### config.mk
export PLATFORM = sky130hd
export DESIGN_NAME = ex
export DESIGN_NICKNAME = d
export VERILOG_FILES = /design/src/rtl/ex.sv
export SDC_FILE = /design/constraint.sdc
export NUM_CORES = 1
export LEC_CHECK = 0
export CORE_AREA = 2 2 136 138
export DETAILED_ROUTE_END_ITERATION = 8
export DIE_AREA = 0 0 138 140
export HOLD_SLACK_MARGIN = 0.08
export PLACE_DENSITY = 0.73
export SYNTH_ARGS = -nofsm -noshare
export SYNTH_HDL_FRONTEND = slang
export SYNTH_SLANG_ARGS = --single-unit
### constraint.sdc
create_clock -name clock -period 4.6 [get_ports clock]
set_input_delay 0.46 -clock clock [delete_from_list [all_inputs] [get_ports clock]]
set_output_delay 0.46 -clock clock [all_outputs]
set_load 0.05 [all_outputs]
### src/rtl/ex.sv
// ============================================================================
// Module   : ex
// Purpose  : SWT16 execute stage. Computes ALU results and DMEM addresses and
//            registers all control and data for the mem stage. MUL is an
//            iterative shift-add multiply that stalls upstream, or a
//            single-cycle product when FAST_MUL_EN is defined.
// Config   : FAST_MUL_EN (define for single-cycle MUL, no stall)
// Revision : 1.0 - initial release
// ============================================================================
`default_nettype none

module ex #(
  parameter int DMEM_ADDR_WIDTH = 12,
  parameter int DMEM_WORD_WIDTH = 16,
  parameter int IALU_WORD_WIDTH = 16,
  parameter int REG_IDX_WIDTH   = 4,
  parameter int ALU_OP_WIDTH    = 4,
  parameter int SHAMT_WIDTH     = 4
) (
  input  logic                       clock,
  input  logic                       reset,
  input  logic                       in_valid,
  input  logic [ALU_OP_WIDTH-1:0]    in_alu_op,
  input  logic [IALU_WORD_WIDTH-1:0] in_op_a,
  input  logic [IALU_WORD_WIDTH-1:0] in_op_b,
  input  logic [IALU_WORD_WIDTH-1:0] in_imm,
  input  logic                       in_act_load_dmem,
  input  logic                       in_act_store_dmem,
  input  logic                       in_act_write_res_to_reg,
  input  logic [REG_IDX_WIDTH-1:0]   in_res_reg_idx,
  output logic                       out_stall,
  output logic                       out_act_load_dmem,
  output logic                       out_act_store_dmem,
  output logic                       out_act_write_res_to_reg,
  output logic [DMEM_ADDR_WIDTH-1:0] out_mem_rd_addr,
  output logic [DMEM_ADDR_WIDTH-1:0] out_mem_wr_addr,
  output logic [DMEM_WORD_WIDTH-1:0] out_mem_wr_word,
  output logic [IALU_WORD_WIDTH-1:0] out_res,
  output logic [REG_IDX_WIDTH-1:0]   out_res_reg_idx
);

  localparam logic [ALU_OP_WIDTH-1:0] OP_ADD   = ALU_OP_WIDTH'(0);
  localparam logic [ALU_OP_WIDTH-1:0] OP_SUB   = ALU_OP_WIDTH'(1);
  localparam logic [ALU_OP_WIDTH-1:0] OP_AND   = ALU_OP_WIDTH'(2);
  localparam logic [ALU_OP_WIDTH-1:0] OP_OR    = ALU_OP_WIDTH'(3);
  localparam logic [ALU_OP_WIDTH-1:0] OP_XOR   = ALU_OP_WIDTH'(4);
  localparam logic [ALU_OP_WIDTH-1:0] OP_SLL   = ALU_OP_WIDTH'(5);
  localparam logic [ALU_OP_WIDTH-1:0] OP_SRL   = ALU_OP_WIDTH'(6);
  localparam logic [ALU_OP_WIDTH-1:0] OP_SRA   = ALU_OP_WIDTH'(7);
  localparam logic [ALU_OP_WIDTH-1:0] OP_MUL   = ALU_OP_WIDTH'(8);
  localparam logic [ALU_OP_WIDTH-1:0] OP_PASSB = ALU_OP_WIDTH'(9);

  logic [IALU_WORD_WIDTH-1:0] alu_res_d;
  logic [IALU_WORD_WIDTH-1:0] addr_sum_d;
  logic [DMEM_ADDR_WIDTH-1:0] addr_d;
  logic [SHAMT_WIDTH-1:0]     shamt_d;
  logic                       unused_addr_hi;

  assign shamt_d        = in_op_b[SHAMT_WIDTH-1:0];
  // Address is summed at full ALU width, then only the low DMEM bits are kept.
  assign addr_sum_d     = in_op_a + in_imm;
  assign addr_d         = addr_sum_d[DMEM_ADDR_WIDTH-1:0];
  assign unused_addr_hi = ^addr_sum_d[IALU_WORD_WIDTH-1:DMEM_ADDR_WIDTH];

  // Single-cycle ALU; undefined opcodes yield zero.
  always_comb begin
    alu_res_d = '0;
    case (in_alu_op)
      OP_ADD:   alu_res_d = in_op_a + in_op_b;
      OP_SUB:   alu_res_d = in_op_a - in_op_b;
      OP_AND:   alu_res_d = in_op_a & in_op_b;
      OP_OR:    alu_res_d = in_op_a | in_op_b;
      OP_XOR:   alu_res_d = in_op_a ^ in_op_b;
      OP_SLL:   alu_res_d = in_op_a << shamt_d;
      OP_SRL:   alu_res_d = in_op_a >> shamt_d;
      OP_SRA:   alu_res_d = $unsigned($signed(in_op_a) >>> shamt_d);
`ifdef FAST_MUL_EN
      OP_MUL:   alu_res_d = in_op_a * in_op_b;
`else
      OP_MUL:   alu_res_d = '0;
`endif
      OP_PASSB: alu_res_d = in_op_b;
      default:  alu_res_d = '0;
    endcase
  end

`ifdef FAST_MUL_EN

  assign out_stall = 1'b0;

  // Output register: every accepted instruction lands one edge later.
  always_ff @(posedge clock) begin
    if (reset || !in_valid) begin
      out_act_load_dmem        <= 1'b0;
      out_act_store_dmem       <= 1'b0;
      out_act_write_res_to_reg <= 1'b0;
      out_mem_rd_addr          <= '0;
      out_mem_wr_addr          <= '0;
      out_mem_wr_word          <= '0;
      out_res                  <= '0;
      out_res_reg_idx          <= '0;
    end else begin
      out_act_load_dmem        <= in_act_load_dmem;
      out_act_store_dmem       <= in_act_store_dmem;
      out_act_write_res_to_reg <= in_act_write_res_to_reg;
      out_mem_rd_addr          <= in_act_load_dmem  ? addr_d : '0;
      out_mem_wr_addr          <= in_act_store_dmem ? addr_d : '0;
      out_mem_wr_word          <= in_act_store_dmem ? in_op_b[DMEM_WORD_WIDTH-1:0] : '0;
      out_res                  <= alu_res_d;
      out_res_reg_idx          <= in_res_reg_idx;
    end
  end

`else

  typedef enum logic [0:0] {
    S_IDLE = 1'b0,
    S_MUL  = 1'b1
  } state_t;

  state_t                     state_q;
  logic [SHAMT_WIDTH-1:0]     count_q;
  logic [IALU_WORD_WIDTH-1:0] mcand_q;
  logic [IALU_WORD_WIDTH-1:0] mplier_q;
  logic [IALU_WORD_WIDTH-1:0] acc_q;
  logic [REG_IDX_WIDTH-1:0]   mul_idx_q;
  logic                       mul_wr_q;
  logic [IALU_WORD_WIDTH-1:0] acc_d;

  assign out_stall = (state_q == S_MUL);

  // One shift-add step: the final edge emits this value so all W bits count.
  assign acc_d = mcand_q[0] ? (acc_q + mplier_q) : acc_q;

  // Execute FSM with registered mem-stage outputs; bubble is the default load.
  always_ff @(posedge clock) begin
    if (reset) begin
      state_q                  <= S_IDLE;
      count_q                  <= '0;
      mcand_q                  <= '0;
      mplier_q                 <= '0;
      acc_q                    <= '0;
      mul_idx_q                <= '0;
      mul_wr_q                 <= 1'b0;
      out_act_load_dmem        <= 1'b0;
      out_act_store_dmem       <= 1'b0;
      out_act_write_res_to_reg <= 1'b0;
      out_mem_rd_addr          <= '0;
      out_mem_wr_addr          <= '0;
      out_mem_wr_word          <= '0;
      out_res                  <= '0;
      out_res_reg_idx          <= '0;
    end else begin
      out_act_load_dmem        <= 1'b0;
      out_act_store_dmem       <= 1'b0;
      out_act_write_res_to_reg <= 1'b0;
      out_mem_rd_addr          <= '0;
      out_mem_wr_addr          <= '0;
      out_mem_wr_word          <= '0;
      out_res                  <= '0;
      out_res_reg_idx          <= '0;
      case (state_q)
        S_IDLE: begin
          if (in_valid && (in_alu_op == OP_MUL)) begin
            mplier_q  <= in_op_a;
            mcand_q   <= in_op_b;
            acc_q     <= '0;
            mul_idx_q <= in_res_reg_idx;
            mul_wr_q  <= in_act_write_res_to_reg;
            count_q   <= SHAMT_WIDTH'(IALU_WORD_WIDTH - 1);
            state_q   <= S_MUL;
          end else if (in_valid) begin
            out_act_load_dmem        <= in_act_load_dmem;
            out_act_store_dmem       <= in_act_store_dmem;
            out_act_write_res_to_reg <= in_act_write_res_to_reg;
            out_mem_rd_addr          <= in_act_load_dmem  ? addr_d : '0;
            out_mem_wr_addr          <= in_act_store_dmem ? addr_d : '0;
            out_mem_wr_word          <= in_act_store_dmem ? in_op_b[DMEM_WORD_WIDTH-1:0] : '0;
            out_res                  <= alu_res_d;
            out_res_reg_idx          <= in_res_reg_idx;
          end
        end
        S_MUL: begin
          acc_q    <= acc_d;
          mplier_q <= mplier_q << 1;
          mcand_q  <= mcand_q >> 1;
          count_q  <= count_q - 1'b1;
          if (count_q == '0) begin
            out_res                  <= acc_d;
            out_res_reg_idx          <= mul_idx_q;
            out_act_write_res_to_reg <= mul_wr_q;
            state_q                  <= S_IDLE;
          end
        end
        default: state_q <= S_IDLE;
      endcase
    end
  end

`endif

endmodule

`default_nettype wire

== Word-level counts from Yosys, hierarchy flattened ==
Index checks and enable logic that the tools add are counted.

* Bitwise operators: 7
* Reductions and logical operators: 7
* Mux-type cells: 25
* Eq/ne operators: 10
* $add $sub $neg: 5
* Shift operators: 3

{| class="wikitable"
|+ Operators by type and width
! kind !! number
|-
| $pmux 16 s9 || 1
|-
| $pmux 16 s2 || 4
|-
| $mux 16 || 7
|-
| $add 16x16->16 || 2
|-
| $and 16x16->16 || 1
|-
| $eq 4x3->1 const B || 4
|-
| $mux 4 || 4
|-
| $or 16x16->16 || 1
|-
| $pmux 4 s2 || 2
|-
| $shl 16x4->16 || 1
|-
| $shr 16x4->16 || 1
|-
| $sshr 16x4->16 || 1
|-
| $sub 16x16->16 || 1
|-
| $xor 16x16->16 || 1
|-
| $add 12x12->12 || 1
|-
| $reduce_or 5->1 || 2
|-
| $eq 4x2->1 const B || 2
|-
| $eq 4x4->1 const B || 2
|-
| $logic_not 4->1 || 2
|-
| $mux 1 || 5
|-
| $eq 4x1->1 const B || 1
|-
| $not 1->1 || 4
|-
| $pmux 1 s2 || 2
|-
| $reduce_or 4->1 || 1
|-
| 4 further kinds || 4
|}

* Input bits: 62
* Logic and storage cells: 72
* Bits in registers: 121
* Output and inout bits: 64

== Longest topological paths before layout ==
* Depth after elaboration: 5
* Mapped depth: 17
* Gate-level depth less buffers: 15

== Worst setup path before layout ==
Ideal clock, no wire load.

* Path kind: in2reg
* Start: in in_op_b[0]
* End: reg out_res[15]
* Path slack: 885 ps
* Stages: 17
* Path buffers: 2
* Setup time: 129 ps
* Arrival: 3586 ps
* Data required time: 4471 ps
* Path through: buf_4 clkinv_1 buf_1 ha_1 and3_1 nand2_1 nor4_1 a31oi_1 xnor2_1 ha_1 and3_1 a221oi_1 nand2_1 a221oi_1 xnor2_1 nand2_1 o211ai_1

* Cells in the longest elaborated chain, start to end: 5
* Elaborated cells between the ends (all ways): 9
* Those cells by class: 2 x add/sub; 3 x shift; 4 x mux

{| class="wikitable"
|+ Ends and longest elaborated chain
! element !! RTL line !! RTL
|-
| from (decl) || 25 || <nowiki>input logic [IALU_WORD_WIDTH-1:0] in_op_b,</nowiki>
|-
| $sub 16x16->16 (tied with other cells) || 70 || <nowiki>OP_SUB: alu_res_d = in_op_a - in_op_b;</nowiki>
|-
| $pmux 16 s9 (*) || 68 || <nowiki>case (in_alu_op)</nowiki>
|-
| $mux 16 (*) || 172 || <nowiki>end else if (in_valid) begin</nowiki>
|-
| $mux 16 (*) || 164 || <nowiki>if (in_valid && (in_alu_op == OP_MUL)) begin</nowiki>
|-
| $pmux 16 s2 (*) || 162 || <nowiki>case (state_q)</nowiki>
|-
| to (signal assigned) || 179 || <nowiki>out_res <= alu_res_d;</nowiki>
|-
| to (decl) || 38 || <nowiki>output logic [IALU_WORD_WIDTH-1:0] out_res,</nowiki>
|}

Mark *: on every way between the ends. The rest lies on a longest branch, timed or not.
A chain may end at the register's enable or synchronous reset.

== Worst setup path after layout ==
* Start: in in_alu_op[1]
* End: reg out_res[9]

* Cells in the longest elaborated chain, start to end: 5
* Elaborated cells between the ends (all ways): 15
* Those cells by class: 9 x eq/ne; 4 x mux; 2 x reduce/logical

{| class="wikitable"
|+ Ends and longest elaborated chain
! element !! RTL line !! RTL
|-
| from (decl) || 23 || <nowiki>input logic [ALU_OP_WIDTH-1:0] in_alu_op,</nowiki>
|-
| $eq 4x4->1 (tied with other cells) || 68 ||
|-
| $pmux 16 s9 || 68 ||
|-
| $mux 16 || 172 ||
|-
| $mux 16 (*) || 164 ||
|-
| $pmux 16 s2 (*) || 162 ||
|}

Marks and branches as above.

==> metrics <==
outcome completed; Final Wtd Congestion 1.00; total of warnings raised by yosys 0; final instance area 0.0108 mm²; switching fraction of total power 32.3%; count leader, synth nor2_1; Final setup viols 0; H-Tree Depth 4; router iterations before antenna repair 6; Skew-Pair Late Insertion Delay 0.43 ns; RSZ-0062 raised after global routing no; Slew Viols, Final 0; GRT Residual Overflow 0; Die X 138 µm; Die ar. 0.0193 mm²; Netlist cell types 68; Peak VDD IR 0.266 mV; crit path DAT 4.29 ns; Slew headroom 40.2%; Initial Util 49.3%; fmax 0.254 GHz; crit start category input port; crit path capture type flop; Synth Flop Type dfxtp_1; Yosys top cell by area dfxtp_1; Hold Fails Final Rpt 0; wl on met1 12700 µm; Met3 Routed Length 2500 µm; setup bufs post-CTS 0; Tcrit/Tclk final 85.5%; Async S/R FF share, synth 0%; Cell Int Power 0.00210 W; Tot Pwr 0.00311 W; Hold-fix buffers, CTS 0; Clk pwr share 41.0%; Power Density 289 mW/mm²; Sequential Power Share 35.0%; Vias/cell 5.99; Crit Path Max Fanout 6; Die Y-Extent 140 µm; Maximum Capacitance Violations 0; top cell type's share of synthesized area 27.6%; global-route total usage across every layer 30.4%; core area 0.0178 mm²; LEAKAGE 4.51 nW; nets@finish 1382; IO Count 126; worst-path cell chain clkdlybuf4s50_1 > nand2b_1 > or3_1 > o21ai_0 > inv_1 > ha_1 > nor2b_1 > o2111ai_1 > a31oi_1 > a21o_1 > a21oi_1 > xor2_1 > o211ai_1 > a22o_1; Worst Hold Class reg -> reg; Routed Antenna Nets 0; total CTS buffers 17; Gate power share 24.0%; Setup WS pre-CTS 0.293 ns; Post-Route WL 29500 µm; Largest stage delay, worst path 0.56 ns; FP Rows 49; Post-Syn Area 0.00876 mm²; CP Data Required Time 4.96 ns; NetSw 0.00100 W; Buffers & Inverters on Critical Path 2; TritonCTS clock tree done; Port Buffer Count 121; sequential element share of the synthesized area 27.6%; CTS max path bufs 2; Synth Net Count 1276; layout cells sized above 1 7.50%; diode count 0; syn avg cell area 7.72 µm²; Synth Register Bits 121; Worst Tran Pin Value 0.894 ns; Syn Inst Count 1135; Worst path top cell family by delay compound AO/OA/AOI/OAI gates; first-pass GRT wire length 46300 µm; Worst Clk Skew 0.0144 ns; DRC 0; kind of critical path in -> reg; HPWL after DPL 21700 µm; wire length on met2 13000 µm; Post-synth EDFFs 0; number of global-route vias before repair 8364; minimum clock period 3.93 ns; Highest Signal Layer met4; Clock transition at path regs 0.06 ns; Fillers 1673; post-CTS sizing 0; Setup WS post-layout 0.668 ns; WL/cell 19.9 µm; most common library cells after synthesis nor2_1, a21oi_1, dfxtp_1; DR iter-0 viols 899; clk root buf clkbuf_16; synth top area cells dfxtp_1, ha_1, nor2_1, a21oi_1, mux2i_1; pin count of the biggest net entering global routing 66; Area Growth Syn to Fin 22.8%; CTS Sinks 121; total number of vias 8888; Area after DPL 0.0102 mm²; TNS Setup 0 ns; initial antenna violation count 0; Crit-path slowest cell a31oi_1
-- power groups by stage --
stage               Sequential [W]  Clock, W  Combinational (W)
CTS                        0.00109   0.00129           0.000736
finish                     0.00109   0.00127           0.000746
global placement           0.00111         0           0.000725
floorplan                  0.00118         0           0.000402
detailed placement         0.00111         0           0.000731
global route               0.00109   0.00134           0.000806
-- worst register-to-register path, stage by stage (launching register included) --
cell and delay, ns:
dfxtp_1 0.33, ha_1 0.23, fa_1 0.42, a21o_1 0.17
a21oi_1 0.27, o21ai_0 0.22, a211oi_1 0.30, xor2_1 0.18
nor2_1 0.05, a31oi_1 0.19, a21oi_1 0.12
-- worst paths after layout --
path	from	slack (ns)	endpoint	cells after the start
worst min register to register	mul_idx_q[0]$_SDFFE_PP0P_	0.47	out_res_reg_idx[0]$_SDFF_PP0_	1
worst min-delay path	mul_idx_q[0]$_SDFFE_PP0P_	0.47	out_res_reg_idx[0]$_SDFF_PP0_	1
worst max register to register	mplier_q[0]$_SDFFE_PP0P_	1.97	acc_q[10]$_SDFFE_PP0P_	10
worst max-delay path	in_alu_op[1]	0.67	out_res[9]$_SDFF_PP0_	14
-- metal layers --
metal | global-route usage [%] | up-vias
met5 | 0 | -
met4 | 13.6 | 0
met3 | 5.03 | 72
met2 | 48.0 | 405
met1 | 41.0 | 4139
li1 | - | 4272
-- layout by cell type (no fill, tap or decap), types with 14 or more instances in the layout --
cell	n
a21oi_1	126
a22oi_1	15
a31oi_1	18
buf_4	32
clkbuf_16	17
clkdlybuf4s50_1	119
dfxtp_1	120
ha_1	76
inv_1	44
mux2i_1	37
nand2_1	59
nor2_1	224
nor2b_1	14
nor3_1	28
o21ai_0	50
xnor2_1	33
xor2_1	17
-- cell type report --
type                            count  area [µm²]  share of cell area [%]
Multi-Input combinational cell    899        5870                    54.6
Sequential cell                   121        2420                    22.5
Timing Repair Buffer              153        1440                    13.4
Clock buffer                       18         429                    3.99
Tap cell                          229         287                    2.66
Inverter                           49         184                    1.71
Clock inverter                     14         123                    1.14
-- cell families (layout without fill, tap and decap cells) --
logic type / Yosys count / after routing / share of synthesized area (%)
mux: 52 / 52 / 7.31
flops: 121 / 121 / 27.6
simple gates: 396 / 396 / 20.1
fa+ha+maj: 79 / 79 / 11.5
xor+xnor: 50 / 50 / 5.00
buf+inv: 115 / 234 / 5.38
compound gates: 322 / 322 / 23.1
-- stage by stage --
| stage | utilization [%] | hold WS, ns | instances |
|---|---|---|---|
| 2_1_floorplan | - | 0.442 | 1135 |
| 3_3_place_gp | 57.4 | 0.446 | 1451 |
| 3_5_place_dp | 57.4 | 0.455 | 1451 |
| 4_1_cts | 60.5 | 0.470 | 1483 |
| 5_1_grt | 60.5 | 0.489 | 1483 |
| 6_report | 60.5 | 0.467 | 1483 |
Note: power is estimated with default switching activity, not from simulation.
